### src/rtl/rr_oh_arbiter.sv
// ---------------------------------------------------------------------------
// rr_oh_arbiter
//
// Round-robin arbiter. A stored last-grant index is turned into a priority
// start position, decoded to a one-hot mask, and a masked double-width
// lowest-set-bit search picks the winner. The winner is presented both as a
// one-hot vector and as a binary index, so consumers need no extra encoder.
//
// Parameters:
//   NUM_REQ       number of requesters (>= 2, any value)
//   IDX_WIDTH     width of index fields, defaults to $clog2(NUM_REQ)
//
// Ports:
//   i_clk         clock, all state changes on the rising edge
//   i_reset       synchronous active-high reset
//   i_request     request vector, bit i = requester i wants the resource
//   i_update_en   consumer accepted the presented grant; advance pointer
//   o_grant_oh    one-hot winner (all zero when nothing granted)
//   o_grant_idx   binary index of the winner (0 when no grant)
//   o_grant_valid OR of o_grant_oh
//
// Build option:
//   RR_OH_ARBITER_OUT_REG_EN  when defined, grant outputs are registered and
//                             appear one cycle after the request.
// ---------------------------------------------------------------------------
module rr_oh_arbiter #(
    parameter int NUM_REQ   = 4,
    parameter int IDX_WIDTH = $clog2(NUM_REQ)
) (
    input  logic                 i_clk,
    input  logic                 i_reset,
    input  logic [NUM_REQ-1:0]   i_request,
    input  logic                 i_update_en,
    output logic [NUM_REQ-1:0]   o_grant_oh,
    output logic [IDX_WIDTH-1:0] o_grant_idx,
    output logic                 o_grant_valid
);

    localparam logic [IDX_WIDTH-1:0] LAST_IDX_MAX = IDX_WIDTH'(NUM_REQ - 1);

    // Priority start follows the last grant and wraps at NUM_REQ-1, not at
    // the all-ones index value, so non-power-of-two sizes never hit a ghost.
    function automatic logic [IDX_WIDTH-1:0] nextPtr(input logic [IDX_WIDTH-1:0] last);
        return (last == LAST_IDX_MAX) ? '0 : last + IDX_WIDTH'(1);
    endfunction

    // The upper copy of the request vector is unmasked and the lower copy
    // only keeps bits at or above the priority start. The lowest set bit of
    // the concatenation is therefore the first requester in round-robin
    // order; folding the two halves back together gives the one-hot winner.
    function automatic logic [NUM_REQ-1:0] selectOh(input logic [NUM_REQ-1:0]   req,
                                                    input logic [IDX_WIDTH-1:0] ptr);
        logic [NUM_REQ-1:0]   prioOh;
        logic [NUM_REQ-1:0]   upperMask;
        logic [2*NUM_REQ-1:0] dbl;
        logic [2*NUM_REQ-1:0] dblOh;
        prioOh    = NUM_REQ'(1) << ptr;
        upperMask = ~(prioOh - NUM_REQ'(1));
        dbl       = {req, req & upperMask};
        dblOh     = dbl & (~dbl + (2*NUM_REQ)'(1));
        return dblOh[NUM_REQ-1:0] | dblOh[2*NUM_REQ-1:NUM_REQ];
    endfunction

    function automatic logic [IDX_WIDTH-1:0] ohToIdx(input logic [NUM_REQ-1:0] oh);
        logic [IDX_WIDTH-1:0] idx;
        idx = '0;
        for (int i = 0; i < NUM_REQ; i++) begin
            if (oh[i]) begin
                idx = idx | IDX_WIDTH'(i);
            end
        end
        return idx;
    endfunction

    logic [IDX_WIDTH-1:0] r_lastIdx;
    logic [NUM_REQ-1:0]   w_presOh;
    logic [IDX_WIDTH-1:0] w_presIdx;
    logic                 w_presValid;
    logic [IDX_WIDTH-1:0] w_postLast;

    // Pointer after this edge: the presented grant if it was accepted.
    // An accept while nothing is granted is simply ignored.
    assign w_postLast = (i_update_en && w_presValid) ? w_presIdx : r_lastIdx;

    always_ff @(posedge i_clk) begin
        if (i_reset) begin
            r_lastIdx <= LAST_IDX_MAX;
        end else begin
            r_lastIdx <= w_postLast;
        end
    end

`ifdef RR_OH_ARBITER_OUT_REG_EN
    logic [NUM_REQ-1:0]   r_grantOh;
    logic [IDX_WIDTH-1:0] r_grantIdx;
    logic                 r_grantValid;
    logic [NUM_REQ-1:0]   w_nextOh;

    // Next presented grant is computed against the post-update pointer so an
    // accepted requester cannot win the very next presented grant while
    // others are still requesting.
    assign w_nextOh = selectOh(i_request, nextPtr(w_postLast));

    always_ff @(posedge i_clk) begin
        if (i_reset) begin
            r_grantOh    <= '0;
            r_grantIdx   <= '0;
            r_grantValid <= 1'b0;
        end else begin
            r_grantOh    <= w_nextOh;
            r_grantIdx   <= ohToIdx(w_nextOh);
            r_grantValid <= |w_nextOh;
        end
    end

    assign w_presOh    = r_grantOh;
    assign w_presIdx   = r_grantIdx;
    assign w_presValid = r_grantValid;
`else
    assign w_presOh    = selectOh(i_request, nextPtr(r_lastIdx));
    assign w_presIdx   = ohToIdx(w_presOh);
    assign w_presValid = |w_presOh;
`endif

    assign o_grant_oh    = w_presOh;
    assign o_grant_idx   = w_presIdx;
    assign o_grant_valid = w_presValid;

endmodule

### config.mk
export PLATFORM = sky130hd
export DESIGN_NAME = rr_oh_arbiter
export DESIGN_NICKNAME = d
export VERILOG_FILES = /design/src/rtl/rr_oh_arbiter.sv
export SDC_FILE = /design/constraint.sdc
export NUM_CORES = 1
export LEC_CHECK = 0
export BUFFER_PORTS_ARGS = -buffer_cell sky130_fd_sc_hd__buf_4
export CAP_MARGIN = 0
export CORE_AREA = 3 3 40 42
export CTS_BUF_LIST = sky130_fd_sc_hd__clkbuf_8
export DETAILED_ROUTE_END_ITERATION = 12
export DIE_AREA = 0 0 43 45
export PLACE_DENSITY = 0.44
export SLEW_MARGIN = 0
export SYNTH_ARGS = -nofsm -noshare
export SYNTH_HDL_FRONTEND = slang
export SYNTH_SLANG_ARGS = --single-unit
### constraint.sdc
create_clock -name i_clk -period 1.85 [get_ports i_clk]
set_input_delay 0.185 -clock i_clk [delete_from_list [all_inputs] [get_ports i_clk]]
set_output_delay 0.185 -clock i_clk [all_outputs]
set_load 0.03 [all_outputs]
# [Yosys cells after proc, flatten, opt, wreduce, memory -nomap -nowiden]
# Index checks and enable logic that the tools add are counted.
[classes] add_sub_neg=3 n_mul=0 div=0 order_cmp=0 n_eq_ne=1 shift=1 muxes=4 n_bitwise=5 n_reduce_logical=2
[ops] cell="adder 8 x 1 -> 8 bit, second input constant" count=1
[ops] cell="AND 8 bit" count=1
[ops] cell="inverter 8 bit" count=1
[ops] cell="2-to-1 mux 2 bit" count=3
[ops] cell="AND 4 bit" count=1
[ops] cell="inverter 4 bit" count=1
[ops] cell="bitwise OR 4 bit" count=1
[ops] cell="OR reduction 4 bit" count=1
[ops] cell="left shift 1 x 2 -> 4 bit, first input constant" count=1
[ops] cell="subtractor 4 x 1 -> 4 bit, second input constant" count=1
[ops] cell="adder 2 x 1 -> 2 bit, second input constant" count=1
[ops] cell="== test 2 bit, second input constant" count=1
[ops] cell="logical AND 1 bit" count=1
[ops] cell="2-to-1 mux 1 bit" count=1
[totals] regBits=2 latchBits=0 ram_bits=0 mem_bits_ro=0 output_inout_bits=7 elab_cells=17 memories=0

# [Depth between registers and ports, before layout]
[depth] depth_word=13 ltp_mapped=5 ltp_nobuf=5

# [Least setup slack after synthesis]
# OpenSTA, ideal clock, no wires.
[synth_timing] kind="register to output" start="reg r_lastIdx[0]" end="out o_grant_idx[0]" arrival_time_ns=1.589 required_time_ns=1.665 setup_slack_ns=0.076 path_stages_with_launch=6 path_buffers=0 path_cell_list="dfxtp_1 -> inv_1 -> ha_1 -> nor2_1 -> o21a_1 -> nor3_1"
[synth_between] elab_chain_cells=13
[synth_rtl] element="start, declared" line_no="75" text="logic [IDX_WIDTH-1:0] r_lastIdx;"
[synth_rtl] element="start signal, assigned" line_no="89" text="r_lastIdx <= w_postLast;"
[synth_rtl] element="adder 2 x 1 -> 2 bit or == test 2 bit (tied branches)" line_no="44" text="return (last == LAST_IDX_MAX) ? '0 : last + IDX_WIDTH'(1);"
[synth_rtl] element="2-to-1 mux 2 bit (*)" line_no="44"
[synth_rtl] element="left shift 1 x 2 -> 4 bit (*)" line_no="57" text="prioOh = NUM_REQ'(1) << ptr;"
[synth_rtl] element="subtractor 4 x 1 -> 4 bit (*)" line_no="58" text="upperMask = ~(prioOh - NUM_REQ'(1));"
[synth_rtl] element="inverter 4 bit (*)" line_no="58"
[synth_rtl] element="AND 4 bit (*)" line_no="59" text="dbl = {req, req & upperMask};"
[synth_rtl] element="inverter 8 bit" line_no="60" text="dblOh = dbl & (~dbl + (2*NUM_REQ)'(1));"
[synth_rtl] element="adder 8 x 1 -> 8 bit" line_no="60"
[synth_rtl] element="AND 8 bit (*)" line_no="60"
[synth_rtl] element="bitwise OR 4 bit (*)" line_no="61" text="return dblOh[NUM_REQ-1:0] | dblOh[2*NUM_REQ-1:NUM_REQ];"
[synth_rtl] element="2-to-1 mux 1 bit" line_no="68" text="if (oh[i]) begin"
[synth_rtl] element="2-to-1 mux 2 bit" line_no="68"
[synth_rtl] element="2-to-1 mux 2 bit (*)" line_no="68"
[synth_rtl] element="end, declared" line_no="35" text="output logic [IDX_WIDTH-1:0] o_grant_idx,"
# Every way passes the cells marked *; elsewhere a longest branch is shown, timed or not.

# [Final worst setup path]
# Same ends and word-level chain as after synthesis.

==> results.md <==
* DRT Pass-1 Iters at 2
* Mean Syn Cell Area at roughly 7.7 um^2
* Setup violators final at 0
* Clk sinks at 2
* Peak fanout along the critical path at 5
* IO buf count at 13
* Crit path launch type: flip-flop
* Fin. Hold Viols at 0
* Worst reg2reg setup slack at 0.50 ns
* Clock Root Buffer: clkbuf_8
* # DRC at 0
* Max Clk Rate at between 500 and 600 MHz
* Dpl hpwl at a little over 500 um
* Largest regs: r_lastIdx (2)
* Post-Route WL at 655 um
* Uppermost layer routed: met3
* Core footprint at ~1300 um^2
* Largest net degree at the start of global routing at 10
* Clock latency on the worst-skew pair at between 0.2 and 0.25 ns
* Cts bufs inserted at 3
* Reg2reg end: r_lastIdx[0]
* Power Dens Cells at 875 nW/um^2
* All-layer global routing usage at 0.0815
* Worst R2R Start: r_lastIdx[0]
* Flop pwr share at 0.139
* Antenna violations before repair at 0
* Fin crit period at 1.70 ns
* HP Class: input port to flip-flop
* DR vias/cell at 4.66
* Max-slew headroom at 0.789
* Die H at between 40 and 50 um
* Switching portion of total power at 0.327
* Area Overhead vs Synth at 55.6%
* H-tree Lvls at 1
* Psw at around 0.00012 W
* IO Pins at 14
* Peak VDD IR at ~0.00046 V
* Ant diodes at 0
* Syn Std Cell Area at 268 um^2
* Leak at around 0.19 nW
* Number of max-cap violations at 0
* Clock Power Share at 0.465
* Fin crit share at 0.921
* Sequential-to-total area share from yosys stat at 0.150
* Clock skew at around 0.00032 ns
* Met2 wire len at around 350 um
* Fin Setup TNS at 0 ns
* Remaining global-route overflow at 0
* Hold depth at 3
* Status: finished clean
* Yosys top cell area share at 0.150
* Hold EP: r_lastIdx[0]
* DR iter-0 viols at 4
* Vias in the first global route at approximately 280
* Number of flip-flops under the largest register name at 2
* Clock buffer depth at 2
* Ys Warns at 0
* Synth Register Bits at 2
* Initial Util at 0.208
* Placed Cells at between 60 and 70
* Worst Tran Pin Value at 0.316 ns
* GPL Wtd Cong at 0.683
* Largest Register: r_lastIdx
* TritonCTS clock tree: built
* Die X at around 43 um
* Via count at between 200 and 300
* Crit path kind: flip-flop to primary output
* Layout cell share with drive strength beyond 1 at 0.408
* Wl on met1 at roughly 270 um
* Yosys cell types at 18
* WP data arrival at 1.52 ns
* Final Non-Filler Cells at 64
* Post-Syn Instances at 35
* R2R depth at 5
* Antenna Violating Nets Remaining at 0
* RSZ-0062 raised after global routing: false
* Metal3 WL at ~31 um
* Worst EP required at about 1.7 ns
* Synth area leader: dfxtp_1
* Fin. max-slew vios at 0
* Power share of the combinational group at 0.396
* Min-Delay Startpoint: i_reset
* Syn_nets at 44
* Clock transition at the registers of the reported paths at ~0.03 ns
* First-pass GRT wire length at 1.16 mm
* CP Capture Type: primary output
* Internal power at between 0.0002 and 0.00025 W
* Ranking of synthesized cells by area: dfxtp_1 (15%), a21oi_1 (11%), o41ai_4 (10%), ha_1 (9.3%), nor2b_1 (7.0%)
* CTS Hold Bufs at 0
* Nets at 60
* Total die area at a little under 2000 um^2
* Average wire per standard cell at approximately 10 um
* FP Rows at 13
## Yosys cell counts (all sizes together)
cell / number
inv: 1
nor2: 4
a22oi: 2
dfxtp: 2
nor3: 1
o31ai: 1
nand2b: 1
ha: 2
and3: 2
nor2b: 3
nand2: 3
o41ai: 2
buf: 2
o21a: 1
o21ai: 2
a21oi: 6
## per-layer routing
layer | vias to the layer above | GRT usage
met5 | - | 0
met4 | 0 | 0.0723
met3 | 0 | 0.0279
met2 | 6 | 0.123
met1 | 135 | 0.0911
li1 | 157 | -
## placed cells by master, fill, tap and decap left out, types with 2 or more instances in the layout
cell type / count
a21oi_1: 6
and3_1: 2
buf_4: 13
clkbuf_8: 3
dfxtp_1: 2
nand2_1: 3
nor2_1: 4
nor2b_1: 3
o21ai_0: 2
## power by group through the flow
stage	clock network, W	registers, W	logic, W
2_1_floorplan	0	0.0000507	0.0000951
3_3_place_gp	0	0.0000512	0.000142
3_5_place_dp	0	0.0000512	0.000142
4_1_cts	0.000177	0.0000507	0.000142
5_1_grt	0.000185	0.0000514	0.000159
6_report	0.000170	0.0000507	0.000145
## area by class of cell
cell class	count	area (um^2)
clock buffers	3	41.3
fillers	144	868
inverters	1	3.75
multi-input cells	30	215
flip-flops and latches	2	40.0
well taps	15	18.8
repair buffers	13	97.6
## kinds of logic (layout without fill, tap and decap cells)
logic type,after synthesis,after routing,share of synthesized area
AOI/OAI and AO/OA,14,14,0.425
and+or+nand+nor,14,14,0.257
buffers and inverters,3,17,0.0747
adders and majority gates,2,2,0.0934
DFF,2,2,0.150
## worst max path at each step
stage / from / end / slack, ns / cells past startpoint
final: r_lastIdx[0] / o_grant_idx[0] / 0.15 / 6
after global routing: r_lastIdx[0] / o_grant_idx[0] / 0.009 / 6
after CTS: r_lastIdx[0] / o_grant_oh[2] / 0.03 / 5
after detailed placement: r_lastIdx[0] / o_grant_oh[2] / 0.26 / 5
after global placement: r_lastIdx[0] / o_grant_oh[3] / 0.27 / 5
after floorplan: r_lastIdx[0] / o_grant_idx[0] / 0.08 / 5
## worst max-delay path: stages, from the launching register on
cell and delay, ns:
dfxtp_1 0.34, inv_1 0.05, ha_2 0.36, nor2_1 0.06, o21a_1 0.18, nor3_1 0.14, buf_4 0.19
## repair_timing
action,CTS,global route
gates resized for setup,0,2
endpoints found under the setup margin,0,4
buffers inserted,0,0
## per-stage QoR
step / area (um^2) / hold WS [ns] / utilization / worst slack, ns / total power, W
global route: 417 / 0.179 / 0.324 / 0.00920 / 0.000396
finish: 417 / 0.172 / 0.324 / 0.146 / 0.000365
detailed placement: 368 / 0.387 / 0.286 / 0.263 / 0.000193
CTS: 409 / 0.169 / 0.318 / 0.0314 / 0.000370
floorplan: 268 / 0.278 / - / 0.0760 / 0.000146
global placement: 368 / 0.388 / 0.286 / 0.270 / 0.000194
Power figures use the tool's default switching activity.
